`src/rtl/adder_pkg.sv`:
```
// adder_pkg
//   Shared constants and encodings for the pipelined adder/subtractor.
//   DEF_WIDTH / DEF_CHUNK : default operand width and per-stage slice width.
//   mode_e                : encoding of the 'sub' control input.
//   num_stages()          : pipeline depth for a given width/slice pair.
package adder_pkg;

    localparam int DEF_WIDTH = 64;
    localparam int DEF_CHUNK = 16;

    typedef enum logic {
        MODE_ADD = 1'b0,
        MODE_SUB = 1'b1
    } mode_e;

    function automatic int num_stages(input int width, input int chunk);
        return width / chunk;
    endfunction

endpackage

```
`src/rtl/add_chunk.sv`:
```
// add_chunk
//   One registered CHUNK-bit slice of the ripple pipeline. Adds i_a + i_b +
//   i_cin and captures the slice sum, the carry out and the beat valid bit
//   when i_en is high; everything holds when i_en is low.
//   Ports:
//     clk, rst_n      : clock, asynchronous active-low reset
//     i_en            : global pipeline advance
//     i_vld           : valid bit of the beat entering this slice
//     i_a, i_b, i_cin : slice operands and carry from the previous slice
//     o_vld           : registered valid
//     o_sum, o_cout   : registered slice sum and carry out
module add_chunk
    import adder_pkg::*;
#(
    parameter int CHUNK = DEF_CHUNK
) (
    input  logic             clk,
    input  logic             rst_n,
    input  logic             i_en,
    input  logic             i_vld,
    input  logic [CHUNK-1:0] i_a,
    input  logic [CHUNK-1:0] i_b,
    input  logic             i_cin,
    output logic             o_vld,
    output logic [CHUNK-1:0] o_sum,
    output logic             o_cout
);

    logic [CHUNK:0] w_full;
    logic           r_vld;
    logic [CHUNK-1:0] r_sum;
    logic           r_cout;

    assign w_full = {1'b0, i_a} + {1'b0, i_b} + {{CHUNK{1'b0}}, i_cin};

    always_ff @(posedge clk or negedge rst_n) begin
        if (!rst_n) begin
            r_vld  <= 1'b0;
            r_sum  <= '0;
            r_cout <= 1'b0;
        end else if (i_en) begin
            r_vld  <= i_vld;
            r_sum  <= w_full[CHUNK-1:0];
            r_cout <= w_full[CHUNK];
        end
    end

    assign o_vld  = r_vld;
    assign o_sum  = r_sum;
    assign o_cout = r_cout;

endmodule

```
`src/rtl/pipelined_add_sub.sv`:
```
// pipelined_add_sub
//   WIDTH-bit adder/subtractor split into STAGES = WIDTH/CHUNK ripple stages.
//   Slice k is added in stage k with the carry registered by slice k-1.
//   Operand slices are delayed k cycles before their adder (skew in), and
//   slice sums are delayed STAGES-1-k cycles after it (deskew out), so a
//   whole result leaves the last stage together. A single enable
//   (adv = out_ready | ~out_valid) moves every register in lockstep.
//   Ports:
//     clk, rst_n            : clock, asynchronous active-low reset
//     in_valid / in_ready   : operand handshake (in_ready == adv)
//     a, b, cin, sub        : operands, carry-in (add only), 0=add 1=sub
//     out_valid / out_ready : result handshake
//     sum, cout, ovf        : result, carry out of MSB, signed overflow
module pipelined_add_sub
    import adder_pkg::*;
#(
    parameter int WIDTH = DEF_WIDTH,
    parameter int CHUNK = DEF_CHUNK
) (
    input  logic             clk,
    input  logic             rst_n,
    input  logic             in_valid,
    output logic             in_ready,
    input  logic [WIDTH-1:0] a,
    input  logic [WIDTH-1:0] b,
    input  logic             cin,
    input  logic             sub,
    output logic             out_valid,
    input  logic             out_ready,
    output logic [WIDTH-1:0] sum,
    output logic             cout,
    output logic             ovf
);

    localparam int STAGES = num_stages(WIDTH, CHUNK);

    if ((CHUNK <= 0) || (WIDTH % CHUNK != 0)) begin : g_bad_cfg
        $error("pipelined_add_sub: WIDTH must be a positive multiple of CHUNK");
    end

    logic                         w_adv;
    logic [WIDTH-1:0]             w_b_eff;
    logic                         w_cin_eff;
    logic [STAGES:0]              w_vld_pipe;
    logic [STAGES:0]              w_carry;
    logic [STAGES-1:0][CHUNK-1:0] w_op_a;
    logic [STAGES-1:0][CHUNK-1:0] w_op_b;
    logic [STAGES-1:0][CHUNK-1:0] w_sum_chunk;
    logic [STAGES-1:0][CHUNK-1:0] w_res;
    logic                         r_ab_msb;

    assign w_adv    = out_ready | ~out_valid;
    assign in_ready = w_adv;

    // Subtract is a + ~b + 1: invert b up front and force the carry-in.
    assign w_b_eff   = (mode_e'(sub) == MODE_SUB) ? ~b : b;
    assign w_cin_eff = (mode_e'(sub) == MODE_SUB) ? 1'b1 : cin;

    assign w_vld_pipe[0] = in_valid;
    assign w_carry[0]    = w_cin_eff;

    for (genvar k = 0; k < STAGES; k++) begin : g_chunk
        localparam int OP_DLY  = k;
        localparam int SUM_DLY = STAGES - 1 - k;

        // Operand skew: slice k waits k cycles so it meets its carry.
        if (OP_DLY == 0) begin : g_op_now
            assign w_op_a[k] = a[k*CHUNK +: CHUNK];
            assign w_op_b[k] = w_b_eff[k*CHUNK +: CHUNK];
        end else begin : g_op_dly
            logic [OP_DLY-1:0][2*CHUNK-1:0] r_op;

            always_ff @(posedge clk or negedge rst_n) begin
                if (!rst_n) begin
                    r_op <= '0;
                end else if (w_adv) begin
                    r_op[0] <= {a[k*CHUNK +: CHUNK], w_b_eff[k*CHUNK +: CHUNK]};
                    for (int i = 1; i < OP_DLY; i++) begin
                        r_op[i] <= r_op[i-1];
                    end
                end
            end

            assign {w_op_a[k], w_op_b[k]} = r_op[OP_DLY-1];
        end

        add_chunk #(.CHUNK(CHUNK)) u_add (
            .clk    (clk),
            .rst_n  (rst_n),
            .i_en   (w_adv),
            .i_vld  (w_vld_pipe[k]),
            .i_a    (w_op_a[k]),
            .i_b    (w_op_b[k]),
            .i_cin  (w_carry[k]),
            .o_vld  (w_vld_pipe[k+1]),
            .o_sum  (w_sum_chunk[k]),
            .o_cout (w_carry[k+1])
        );

        // Sum deskew: finished lower slices ride along until the top one lands.
        if (SUM_DLY == 0) begin : g_sum_now
            assign w_res[k] = w_sum_chunk[k];
        end else begin : g_sum_dly
            logic [SUM_DLY-1:0][CHUNK-1:0] r_sum_dly;

            always_ff @(posedge clk or negedge rst_n) begin
                if (!rst_n) begin
                    r_sum_dly <= '0;
                end else if (w_adv) begin
                    r_sum_dly[0] <= w_sum_chunk[k];
                    for (int i = 1; i < SUM_DLY; i++) begin
                        r_sum_dly[i] <= r_sum_dly[i-1];
                    end
                end
            end

            assign w_res[k] = r_sum_dly[SUM_DLY-1];
        end
    end

    // Carry into the MSB is a_msb ^ b_msb ^ sum_msb. The operand MSB parity is
    // captured alongside the final slice so it lines up with the stored sum.
    always_ff @(posedge clk or negedge rst_n) begin
        if (!rst_n) begin
            r_ab_msb <= 1'b0;
        end else if (w_adv) begin
            r_ab_msb <= w_op_a[STAGES-1][CHUNK-1] ^ w_op_b[STAGES-1][CHUNK-1];
        end
    end

    assign out_valid = w_vld_pipe[STAGES];
    assign sum       = w_res;
    assign cout      = w_carry[STAGES];
    assign ovf       = r_ab_msb ^ w_res[STAGES-1][CHUNK-1] ^ w_carry[STAGES];

endmodule

```
`config.mk`:
```
export PLATFORM = sky130hd
export DESIGN_NAME = pipelined_add_sub
export DESIGN_NICKNAME = d
export VERILOG_FILES = /design/src/rtl/adder_pkg.sv /design/src/rtl/add_chunk.sv /design/src/rtl/pipelined_add_sub.sv
export SDC_FILE = /design/constraint.sdc
export NUM_CORES = 1
export LEC_CHECK = 0
export BUFFER_PORTS_ARGS = -buffer_cell sky130_fd_sc_hd__buf_4
export CAP_MARGIN = 25
export CORE_ASPECT_RATIO = 1.2
export CORE_UTILIZATION = 40
export CTS_BUF_LIST = sky130_fd_sc_hd__clkbuf_8
export DETAILED_ROUTE_END_ITERATION = 10
export MAX_ROUTING_LAYER = met4
export PLACE_DENSITY = 0.63
export SLEW_MARGIN = 25
export SYNTH_ARGS = -nofsm -noshare
export SYNTH_HDL_FRONTEND = slang
export SYNTH_HIERARCHICAL = 1
export SYNTH_SLANG_ARGS = --single-unit
```
`constraint.sdc`:
```
create_clock -name clk -period 3.4 [get_ports clk]
set_clock_uncertainty 0.05 [all_clocks]
set_input_delay 0.34 -clock clk [delete_from_list [all_inputs] [get_ports clk]]
set_output_delay 0.34 -clock clk [all_outputs]
set_load 0.05 [all_outputs]
```
Word-level counts from Yosys, hierarchy flattened
Index checks and enable logic that the tools add are counted.

Bits in registers: 361. Bits in latches: 0. RAM bits: 0. Memory bits (read-only): 0. Input bits: 134. Output and inout bits: 68. Logic and storage cells: 41. Memories kept: 0.

$add $sub $neg: 8. Multipliers: 0. Div/mod/pow operators: 0. Magnitude comparators: 0. Eq/ne operators: 0. Shift operators: 0. Multiplexer cells: 2. Bitwise logic cells: 6. Reduce and logical (&&, ||, !) cells: 0.

Operators with widths (number): $add A16 B16 Y17 (4); $add A17 B1 Y17 (4); $mux W64 (1); $not A64 Y64 (1); $xor A1 B1 Y1 (3); $mux W1 (1); $not A1 Y1 (1); $or A1 B1 Y1 (1).

Logic depth before layout (Yosys ltp)
Gate-level depths: netlist of run 1.

Word-level depth: 4. Depth in mapped cells: 11. Depth with buffers taken out: 8.

By module
The synthesis of run 1 kept the hierarchy.

By module, submodules not included: pipelined_add_sub (instances 1, cells an instance 718, area each 11991.5 um2, sequential area each 7231.9 um2); add_chunk (g_chunk[0].u_add ...) (instances 3, cells an instance 157, area each 1487.7 um2, sequential area each 450.4 um2); add_chunk (g_chunk[3].u_add) (instances 1, cells an instance 153, area each 1477.7 um2, sequential area each 450.4 um2).

Least setup slack after synthesis of run 1
Ideal clock, no wire load.

Path kind: input to register. From: input sub. To: register g_chunk[0].u_add.r_sum[10]. Library setup time: 0.125 ns. Arrival time: 2.703 ns. Required time: 3.225 ns. Slack: 0.523 ns. Stages on the path: 10. Path buffers: 2. Cell sequence: buf_4 -> buf_4 -> or2_2 -> fa_1 -> fa_1 -> a21oi_1 -> o211ai_1 -> a31oi_1 -> xnor2_1 -> mux2_2.

Elaborated cells on any way between the ends: 4. Classes of those cells: add/sub (2); mux (2).

RTL lines: start, declared (line pipelined_add_sub.sv:27) `input logic sub,`; $mux W1 (line pipelined_add_sub.sv:57) `assign w_cin_eff = (mode_e'(sub) == MODE_SUB) ? 1'b1 : cin;`; via w_carry[0] (line pipelined_add_sub.sv:45) `logic [STAGES:0] w_carry;`; $add A17 B1 Y17 (line add_chunk.sv:34) `assign w_full = {1'b0, i_a} + {1'b0, i_b} + {{CHUNK{1'b0}}, i_cin};`; end signal, assigned (line add_chunk.sv:43) `r_sum <= w_full[CHUNK-1:0];`; end, declared (line add_chunk.sv:31) `logic [CHUNK-1:0] r_sum;`.

The timed path passes the listed nets, and every way through them passes these cells. A chain may end at the register's enable or synchronous reset.

Worst setup path after layout of run 1
From: register g_chunk[3].g_op_dly.r_op[80] (netlist name). To: register g_chunk[3].u_add.r_sum[14].

Cells in the longest elaborated chain, start to end: 2.

RTL lines: start, declared (line pipelined_add_sub.sv:71) `logic [OP_DLY-1:0][2*CHUNK-1:0] r_op;`; start signal, assigned by index (line pipelined_add_sub.sv:79) `r_op[i] <= r_op[i-1];`; $add A16 B16 Y17 (line add_chunk.sv:34); $add A17 B1 Y17 (line add_chunk.sv:34); end signal, assigned (line add_chunk.sv:43); end, declared (line add_chunk.sv:31).

Every way passes these cells.

==> summary.md, run 1 <==
| Metric | Value |
|---|---|
| Outcome | `complete, no violations` |
| Avg Inst Size Synth | `13.4 µm²` |
| Die Area | `0.0457 mm²` |
| First drt pass iteration count | `4` |
| Post-CTS resize count | `0` |
| Post-Route Setup TNS | `0 ns` |
| Via count | `11100` |
| Post-synth net total | `1544` |
| Worst-Skew Late Latency | `0.62 ns` |
| First-pass GRT wire length | `62.0 mm` |
| Share of flip-flops with an asynchronous set or reset | `100%` |
| Slew HR | `51.3%` |
| DPL Wire Length | `26.4 mm` |
| Clk root buf | `clkbuf_8` |
| Synth Flop Type | `dfrtp_1` |
| Slew at the pin closest to its max-slew limit | `0.730 ns` |
| Min-delay worst type | `input pin to flip-flop` |
| Critical path data required time | `3.86 ns` |
| Hold Path Origin | `b[20]` |
| DRC | `0` |
| CTS tree | `built` |
| Deepest clock path buffer count | `3` |
| Port bufs | `201` |
| CTS H-Tree Depth | `2` |
| Gp weighted congestion | `0.887` |
| Area contributors post-synth | `dfrtp_1 50%, mux2_2 14%, mux2_4 8.6%` |
| CTS buffer count | `58` |
| Element type at the critical path start | `flip-flop` |
| Vias per Instance | `5.04` |
| GRT Util Overall | `17.6%` |
| Hold Path Depth | `3` |
| RSZ-0062 raised after global routing | `false` |
| Congestion Overflow GR | `0` |
| Achievable frequency | `367 MHz` |
| Number of global-route vias before repair | `11700` |
| Core area | `0.0440 mm²` |
| Wire length per cell | `17.2 µm` |
| Setup violators final | `0` |
| PD cells | `998 mW/mm²` |
| Share of the synthesized area in the top cell type | `50.4%` |
| RR Startpoint | `g_chunk[3].g_op_dly.r_op[80]` |
| FF+latch count, synth | `361` |
| Nets | `1806` |
| Initial DRC count | `350` |
| Post-synthesis instance total | `1342` |
| Critical Path AT | `3.18 ns` |
| Worst-path fanout max | `4` |
| Met1 WL | `16.8 mm` |
| Met3 WL | `1.61 mm` |
| Yosys warning count | `6` |
| Post-synth top area cell | `dfrtp_1` |
| Post-synth EDFFs | `0` |
| VDD IR max | `535 µV` |
| WL met2 | `18.7 mm` |
| Layout overhead on the synthesized area | `20.1%` |
| Hold Vio Cnt, Final | `0` |
| Share of layout cells above drive strength 1 | `39.8%` |
| Fillcell total | `3863` |
| Post-Syn Area | `0.0179 mm²` |
| Starting Density | `40.7%` |
| Initial antenna violation count | `1` |
| Top Layer Used | `met4` |
| Clock slew at reported path FFs | `0.06 ns` |
| Util after Layout | `48.9%` |
| Final period utilization | `80.1%` |
| Critical Setup Path Class | `flip-flop to flip-flop` |
| Standard-cell rows | `84` |
| Die H | `234 µm` |
| Worst Hold End | `g_chunk[1].g_op_dly.r_op[4]` |
| Worst Setup End Kind | `flip-flop` |
| Register area share after synthesis | `50.4%` |
| Max Cap Viol | `0` |
| Horiz. Die Dim | `195 µm` |
| Cell variety after synth | `64` |
| Clock sink total | `361` |
| Max Slew Vio Count | `0` |
| Post-route ant nets | `0` |
| Largest net degree at the start of global routing | `107` |
| Final Critical Period | `2.72 ns` |
| FF-to-FF path depth | `7` |
| Reg2reg end | `g_chunk[3].u_add/o_sum[14]` |
| Total routed wirelength | `37.9 mm` |
| Leakage power | `0.00999 µW` |
| Worst reg2reg setup slack | `0.68 ns` |
| I/O pins | `202` |
[sequential cells by signal, summed over array words and instances, names as in the netlist]
register,count
g_chunk.g_op_dly.r_op,192
g_chunk.u_add/o_cout,4
r_ab_msb,1
g_chunk.u_add/o_vld,4
g_chunk.u_add/o_sum,64
g_chunk.g_sum_dly.r_sum_dly,64
sum,32
[cell families after synthesis]
group,count (synthesis),synth area share (%)
mux,333,23.1
buf+inv,120,4.31
compound gates,206,7.93
simple gates,153,4.31
fa+ha+maj,68,5.08
xor+xnor,101,4.93
flops,361,50.4
[worst max-delay path, cell delays in order, from the launching register on]
cell,delay (ns)
dfrtp_1,0.40
fa_1,0.51
fa_1,0.43
a21o_1,0.24
a311oi_1,0.34
nor4_1,0.10
or3_1,0.32
a31o_1,0.21
[where the power goes]
group | internal, µW | total (µW) | switching, µW
clock | 1990 | 3660 | 1670
sequential | 6230 | 7370 | 1140
combinational | 4940 | 10500 | 5520
total | 13200 | 21500 | 8330
[layout make-up]
class / count / area, µm² / area share [%]
Antenna cell: 1 / 2.50 / 0.0116
Clock buffer: 70 / 963 / 4.47
Clock inverter: 32 / 179 / 0.830
Inverter: 34 / 128 / 0.592
Multi-Input combinational cell: 861 / 8130 / 37.7
Sequential cell: 361 / 9030 / 41.9
Tap cell: 559 / 699 / 3.25
Timing Repair Buffer: 288 / 2410 / 11.2
[stage by stage]
stage	total power (µW)	setup slack, ns	instance area (µm²)	instances	hold WS, ns
after global routing	23000	0.539	21500	2206	0.0307
after global placement	17800	0.555	19700	2036	0.352
after CTS	21800	0.646	21500	2205	0.00148
after floorplan	15600	0.523	17900	1342	-0.00559
final	21500	0.678	21500	2206	0.0683
after detailed placement	17900	0.529	19700	2036	0.363
[worst max-delay path by stage]
stage | from | endpoint | slack (ns) | depth (start not counted)
after floorplan | sub | g_chunk[0].u_add/o_sum[10] | 0.52 | 10
after global placement | sub | g_chunk[0].u_add/o_sum[12] | 0.56 | 9
after detailed placement | sub | g_chunk[0].u_add/o_sum[12] | 0.53 | 9
after CTS | g_chunk[3].g_op_dly.r_op[80] | g_chunk[3].u_add/o_sum[14] | 0.65 | 7
after global routing | g_chunk[3].g_op_dly.r_op[80] | g_chunk[3].u_add/o_sum[14] | 0.54 | 7
final | g_chunk[3].g_op_dly.r_op[80] | g_chunk[3].u_add/o_sum[14] | 0.68 | 7
[cells in the mapped netlist (8+ instances only)]
master and instances:
nor3_1 8, nand3_1 12, xor2_1 71, o21ai_0 26, mux2_4 103, inv_1 34, a211o_1 10, buf_6 15
dfrtp_1 361, o31ai_1 9, nand2_1 58, buf_4 40, o211ai_1 21, ha_1 60, a21o_1 16, xnor2_1 30
a21oi_1 67, buf_2 22, nor2_1 28, mux2_2 229, fa_1 8
[cells in the final DEF (no fill, tap or decap), types with 4 or more instances in the layout]
master / netlist / layout
dfrtp_1: 361 / 361
mux2_2: 229 / 229
buf_4: 40 / 214
mux2_4: 103 / 103
xor2_1: 71 / 71
clkbuf_8: 3 / 70
a21oi_1: 67 / 67
dlygate4sd3_1: 0 / 67
inv_1: 34 / 61
ha_1: 60 / 60
nand2_1: 58 / 58
xnor2_1: 30 / 30
nor2_1: 28 / 28
o21ai_0: 26 / 26
o211ai_1: 21 / 21
a21o_1: 16 / 16
nand3_1: 12 / 12
a211o_1: 10 / 10
o31ai_1: 9 / 9
nor3_1: 8 / 8
fa_1: 8 / 8
o221ai_1: 7 / 7
a31oi_1: 7 / 7
a211oi_1: 6 / 6
o21a_1: 6 / 6
and4_1: 6 / 6
and3_2: 6 / 6
buf_12: 0 / 6
nand4_1: 5 / 5
a311o_1: 4 / 4
a41oi_1: 4 / 4
nand4b_1: 4 / 4
[per-layer routing]
layer	vias up	GRT usage, %
met1	5508	21.6
met4	0	5.34
met5	-	-
li1	5334	-
met3	44	3.26
met2	229	29.5
[repair_timing]
action	in CTS	in global routing
hold buffers	67	0
buffers inserted	0	0
hold endpoints to repair	143	0
No activity file was read; power rests on OpenSTA's default activity.
==> run 2: changes to the inputs <==
Settings changed: PLACE_DENSITY 0.63 to 0.65.
Clock period 3.4 ns to 2.5 ns, I/O delays scaled along.
==> summary.md, run 2 (same netlist as run 1, synthesis figures left out) <==
| Metric | Value |
|---|---|
| Deepest clock path buffer count | `3 (unchanged)` |
| Worst Setup End Kind | `flip-flop (unchanged)` |
| Outcome | `complete, no violations (unchanged)` |
| RR Startpoint | `g_chunk[3].g_op_dly.r_op[64] (was g_chunk[3].g_op_dly.r_op[80])` |
| Setup violators final | `0 (unchanged)` |
| Nets | `1875 (was 1806)` |
| FF-to-FF path depth | `8 (was 7)` |
| Critical Setup Path Class | `flip-flop to flip-flop (unchanged)` |
| Finished Cell Area | `0.0224 mm² (was 0.0215 mm²)` |
| Clock slew at reported path FFs | `0.06 ns (about the same)` |
| Die Area | `0.0457 mm² (unchanged)` |
| Worst-path fanout max | `3 (was 4)` |
| Slew at the pin closest to its max-slew limit | `0.624 ns (was 0.730 ns)` |
| CTS tree | `built (unchanged)` |
| Max Cap Viol | `0 (unchanged)` |
| I/O pins | `202 (unchanged)` |
| Final Critical Period | `2.47 ns (was 2.72 ns)` |
| Gp weighted congestion | `0.884 (was 0.887)` |
| Placed instance area | `0.0200 mm² (was 0.0197 mm²)` |
| Post-Route Setup TNS | `0 ns (unchanged)` |
| Clock sink total | `361 (unchanged)` |
| Starting Density | `40.7% (unchanged)` |
| DRC | `0 (unchanged)` |
| Sequential share of power | `32.7% (was 34.3%)` |
| Worst reg2reg setup slack | `0.03 ns (was 0.68 ns)` |
| VDD IR max | `1050 µV (was 535 µV)` |
| Achievable frequency | `405 MHz (was 367 MHz)` |
| Congestion Overflow GR | `0 (unchanged)` |
| Util after Layout | `51.0% (was 48.9%)` |
| DPL Wire Length | `26.9 mm (was 26.4 mm)` |
| Sw Ratio | `38.2% (was 38.7%)` |
| Wire length per cell | `17.2 µm (about the same)` |
| Logic pwr share | `48.0% (was 48.7%)` |
| Int Power | `19000 µW (was 13200 µW)` |
| Post-route ant nets | `0 (unchanged)` |
| PD cells | `1370 mW/mm² (was 998 mW/mm²)` |
| Slew HR | `58.4% (was 51.3%)` |
| Die H | `234 µm (unchanged)` |
| Reg with most FFs | `g_chunk.g_op_dly.r_op (unchanged)` |
| CTS H-Tree Depth | `3 (was 2)` |
| Hold Vio Cnt, Final | `0 (unchanged)` |
| Number of global-route vias before repair | `12000 (was 11700)` |
| Horiz. Die Dim | `195 µm (unchanged)` |
| First-pass GRT wire length | `63.6 mm (was 62.0 mm)` |
| GRT Util Overall | `18.1% (was 17.6%)` |
| Worst-Skew Late Latency | `0.62 ns (about the same)` |
| Min-delay worst type | `input pin to flip-flop (unchanged)` |
| Largest register FFs | `192 (unchanged)` |
| Critical path data required time | `2.95 ns (was 3.86 ns)` |
| Final period utilization | `98.8% (was 80.1%)` |
| Most frequent cells in the layout | `361 x dfrtp_1, 243 x buf_4, 226 x mux2_2 (was 361 x dfrtp_1, 229 x mux2_2, 214 x buf_4)` |
| Via count | `11500 (was 11100)` |
| Largest net degree at the start of global routing | `103 (was 107)` |
| Total routed wirelength | `39.4 mm (was 37.9 mm)` |
| Vias per Instance | `5.04 (about the same)` |
| Max Slew Vio Count | `0 (unchanged)` |
| Critical Path Start | `g_chunk[3].g_op_dly.r_op[64] (was g_chunk[3].g_op_dly.r_op[80])` |
| Commonest non-fill, non-tap cell in the layout | `dfrtp_1 (unchanged)` |
| Clock network power share | `19.3% (was 17.0%)` |
| Port bufs | `201 (unchanged)` |
| Element type at the critical path start | `flip-flop (unchanged)` |
| Initial DRC count | `461 (was 350)` |
| Net Sw Power | `11800 µW (was 8330 µW)` |
| Core area | `0.0440 mm² (unchanged)` |
| Crit path capture | `g_chunk[3].u_add/o_sum[6] (was g_chunk[3].u_add/o_sum[14])` |
| Clk root buf | `clkbuf_8 (unchanged)` |
| Reg2reg end | `g_chunk[3].u_add/o_sum[6] (was g_chunk[3].u_add/o_sum[14])` |
| Critical Path AT | `2.92 ns (was 3.18 ns)` |
| Standard-cell rows | `84 (unchanged)` |
| CTS buffer count | `66 (was 58)` |
| Leakage power | `0.0104 µW (was 0.00999 µW)` |
| RSZ-0062 raised after global routing | `true (was false)` |
| Initial antenna violation count | `4 (was 1)` |
| Layout overhead on the synthesized area | `25.1% (was 20.1%)` |
| Share of layout cells above drive strength 1 | `42.2% (was 39.8%)` |
| First drt pass iteration count | `5 (was 4)` |
==> run 2: cell count changes in the layout (fill, tap and decap cells not counted), moves of 8 or more <==
cell / delta
buf_4: +29
clkbuf_8: +16
dlygate4sd3_1: +31
fa_1: -8
fa_2: +8
inv_1: -12
==> run 2: timing repair <==
| action | CTS | global route |
|---|---|---|
| pin swaps | 6 | 8 |
| hold endpoints to repair | 344 | 0 |
| cloned | 0 | 1 |
| setup buffers | 0 | 2 |
| endpoints found under the setup margin | 9 | 19 |
| gates resized for setup | 3 | 10 |
| hold buffers | 98 | 0 |
==> run 2: worst min path at each step <==
stage	from	endpoint	slack (ns)	depth (start not counted)
3_3_place_gp	rst_n	g_chunk[1].g_op_dly.r_op[20]	0.17	1
6_report	b[62]	g_chunk[3].g_op_dly.r_op[14]	0.07	3
4_1_cts	b[54]	g_chunk[3].g_op_dly.r_op[6]	0.02	3
5_1_grt	b[54]	g_chunk[3].g_op_dly.r_op[6]	0.02	3
3_5_place_dp	rst_n	g_chunk[1].g_op_dly.r_op[19]	0.17	1
2_1_floorplan	rst_n	g_chunk[0].g_sum_dly.r_sum_dly[0]	-0.1	0
==> run 2: layout make-up <==
| class | count | area (µm²) |
|---|---|---|
| fill | 3786 | 21600 |
| inverter | 34 | 128 |
| antenna | 4 | 10.0 |
| clock buffer | 86 | 1180 |
| clock inverter | 31 | 244 |
| sequential | 361 | 9030 |
| tap | 559 | 699 |
| timing repair buffer | 348 | 2940 |
| multi-input combinational | 862 | 8200 |
==> run 2: metrics by stage <==
| step | worst slack, ns | hold slack [ns] | std cells | total power, µW |
|---|---|---|---|---|
| final | 0.0296 | 0.0699 | 2285 | 30800 |
| after global routing | -0.0663 | 0.0193 | 2285 | 32900 |
| after CTS | 0.00989 | 0.0174 | 2278 | 31000 |
| after detailed placement | -0.128 | 0.173 | 2063 | 24700 |
| after global placement | -0.108 | 0.169 | 2063 | 24400 |
| after floorplan | -0.106 | -0.0956 | 1342 | 21300 |
==> run 2: routing by layer <==
layer | global-route usage (%) | part of all wire (%) | vias up
met2 | 29.0 | 48 | 256
met3 | 3.52 | 4.0 | 81
li1 | - | - | 5495
met4 | 8.29 | 3.0 | 0
met5 | - | 0 | -
met1 | 22.3 | 45 | 5690
==> run 2: power by group through the flow <==
stage	clock, µW	combinational (µW)	sequential [µW]
floorplan	0	10700	10500
global placement	0	14300	10100
detailed placement	0	14500	10200
CTS	6200	14700	10100
global route	6450	16000	10400
finish	5960	14800	10100
==> run 2: critical path: stages, from the launching register on <==
cell     delay (ns)
dfrtp_1        0.40
fa_2           0.43
fa_2           0.36
a21o_1         0.23
buf_4          0.15
a31o_2         0.25
a21oi_2        0.15
xnor2_1        0.08
mux2_2         0.27
==> run 3: changes to the inputs <==
Settings changed: CTS_BUF_LIST sky130_fd_sc_hd__clkbuf_8 to unset.
==> summary.md, run 3 (same netlist as run 1, synthesis figures left out) <==
| Metric | Value |
|---|---|
| Via count | `11200 (was 11500)` |
| Deepest clock path buffer count | `3 (unchanged)` |
| Reg with most FFs | `g_chunk.g_op_dly.r_op (unchanged)` |
| Final Critical Period | `2.45 ns (was 2.47 ns)` |
| CTS H-Tree Depth | `2 (was 3)` |
| Commonest non-fill, non-tap cell in the layout | `dfrtp_1 (unchanged)` |
| Share of layout cells above drive strength 1 | `42.3% (was 42.2%)` |
| Fillcell total | `3852 (was 3786)` |
| Starting Density | `40.7% (unchanged)` |
| PD cells | `1410 mW/mm² (was 1370 mW/mm²)` |
| DPL Wire Length | `26.9 mm (unchanged)` |
| CTS buffer count | `40 (was 66)` |
| Worst Setup End Kind | `flip-flop (unchanged)` |
| Clock sink total | `361 (unchanged)` |
| Initial DRC count | `461 (unchanged)` |
| Port bufs | `201 (unchanged)` |
| Util after Layout | `49.8% (was 51.0%)` |
| Worst-path fanout max | `3 (unchanged)` |
| GRT Util Overall | `17.8% (was 18.1%)` |
| Congestion Overflow GR | `0 (unchanged)` |
| Worst reg2reg setup slack | `0.05 ns (was 0.03 ns)` |
| Largest register FFs | `192 (unchanged)` |
| Worst-Skew Late Latency | `0.55 ns (was 0.62 ns)` |
| DRC | `0 (unchanged)` |
| Post-route ant nets | `0 (unchanged)` |
| Leakage power | `0.0101 µW (was 0.0104 µW)` |
| Hold Vio Cnt, Final | `0 (unchanged)` |
| Non-Filler Instances | `2195 (was 2285)` |
| Element type at the critical path start | `flip-flop (unchanged)` |
| Placed instance area | `0.0200 mm² (unchanged)` |
| First drt pass iteration count | `5 (unchanged)` |
| Standard-cell rows | `84 (unchanged)` |
| VDD IR max | `1130 µV (was 1050 µV)` |
| Outcome | `complete, no violations (unchanged)` |
| Achievable frequency | `408 MHz (was 405 MHz)` |
| I/O pins | `202 (unchanged)` |
| Die H | `234 µm (unchanged)` |
| Hold WS | `0.0341 ns (was 0.0699 ns)` |
| Final worst slack | `0.0481 ns (was 0.0296 ns)` |
| Initial antenna violation count | `2 (was 4)` |
| Clk root buf | `clkbuf_16 (was clkbuf_8)` |
| Critical Setup Path Class | `flip-flop to flip-flop (unchanged)` |
| CP cell instances | `fa_2, fa_2, a21o_1, buf_4, a31o_2, a21oi_2, xnor2_1, mux2_2 (unchanged)` |
| Horiz. Die Dim | `195 µm (unchanged)` |
| CP Buf/Inv Count | `1 (unchanged)` |
| Most frequent cells in the layout | `360 x dfrtp_1, 243 x buf_4, 228 x mux2_2 (was 361 x dfrtp_1, 243 x buf_4, 226 x mux2_2)` |
| Vias per Instance | `5.09 (was 5.04)` |
| Critical path data required time | `2.90 ns (was 2.95 ns)` |
| Gp weighted congestion | `0.884 (unchanged)` |
| Setup violators final | `0 (unchanged)` |
| Clock slew at reported path FFs | `0.06 ns (about the same)` |
| Number of global-route vias before repair | `11700 (was 12000)` |
| Layout overhead on the synthesized area | `22.4% (was 25.1%)` |
| Die Area | `0.0457 mm² (unchanged)` |
| Pre-CTS WS | `-0.128 ns (unchanged)` |
| Slew HR | `60.4% (was 58.4%)` |
| Max Cap Viol | `0 (unchanged)` |
| Critical Path AT | `2.85 ns (was 2.92 ns)` |
| Wire length per cell | `17.4 µm (was 17.2 µm)` |
| Slew at the pin closest to its max-slew limit | `0.594 ns (was 0.624 ns)` |
| Final period utilization | `98.1% (was 98.8%)` |
| RSZ-0062 raised after global routing | `true (unchanged)` |
| Placed cells | `2063 (unchanged)` |
| Total routed wirelength | `38.2 mm (was 39.4 mm)` |
| Max Slew Vio Count | `0 (unchanged)` |
| First-pass GRT wire length | `62.7 mm (was 63.6 mm)` |
| Core area | `0.0440 mm² (unchanged)` |
| Nets | `1805 (was 1875)` |
| Finished Cell Area | `0.0219 mm² (was 0.0224 mm²)` |
| Critical path's slowest cell | `fa_2 (unchanged)` |
| Worst path top cell family by delay | `adder cells (unchanged)` |
| CTS tree | `built (unchanged)` |
| Min-delay worst type | `input pin to flip-flop (unchanged)` |
| CP max stage delay | `0.43 ns (about the same)` |
| CP most frequent cell | `fa_2 (unchanged)` |
| Largest net degree at the start of global routing | `103 (unchanged)` |
-- run 3: worst paths after layout --
kind	endpoint	from	depth (start not counted)
worst max-delay path	g_chunk[3].u_add/o_sum[6]	g_chunk[3].g_op_dly.r_op[64]	8
max in group asynchronous	g_chunk[3].g_op_dly.r_op[36]	rst_n	3
worst max register to register	g_chunk[3].u_add/o_sum[6]	g_chunk[3].g_op_dly.r_op[64]	8
worst min-delay path	g_chunk[1].g_op_dly.r_op[4]	b[20]	3
worst min register to register	g_chunk[3].g_op_dly.r_op[49]	g_chunk[3].g_op_dly.r_op[17]	1
min in group asynchronous	g_chunk[1].g_op_dly.r_op[19]	rst_n	2
-- run 3: per-stage QoR --
step           setup TNS, ns  total power [µW]
2_1_floorplan         -0.261             21300
3_3_place_gp          -0.241             24400
3_5_place_dp          -0.735             24700
4_1_cts                    0             31200
5_1_grt               -0.121             33000
6_report                   0             30900
-- run 3: routing by layer --
metal / GRT usage (%) / part of all wire [%]
met2: 29.1 / 49
met1: 22.3 / 45
met5: - / 0
met3: 3.18 / 3.6
met4: 5.86 / 2.7
-- run 3: power by group --
part,switching (µW),total [µW],internal (µW)
clock,2410,6180,3770
combinational,7670,14700,6980
sequential,1580,10100,8480
-- run 3: worst reg2reg max path, cell delays in order (launching register included) --
cell	delay [ns]
dfrtp_1	0.40
fa_2	0.43
fa_2	0.36
a21o_1	0.23
buf_4	0.14
a31o_2	0.25
a21oi_2	0.14
xnor2_1	0.08
mux2_2	0.27
-- run 3: final cells by class --
| class | count | area [µm²] | share of cell area (%) |
|---|---|---|---|
| repair buffers | 305 | 2510 | 11.4 |
| clock buffers | 56 | 1160 | 5.30 |
| clock inverters | 17 | 223 | 1.01 |
| flip-flops and latches | 361 | 9030 | 41.2 |
| diodes | 2 | 5.00 | 0.0228 |
| inverters | 34 | 128 | 0.582 |
| multi-input cells | 861 | 8180 | 37.3 |
| well taps | 559 | 699 | 3.19 |
-- run 3: what timing repair did --
action                     CTS  global route
setup endpoints to repair    9            17
gates resized for setup      3             9
hold endpoints to repair   144             0
gates cloned                 0             0
hold buffers                55             0
setup buffers                0             2
pin swaps                    6             9
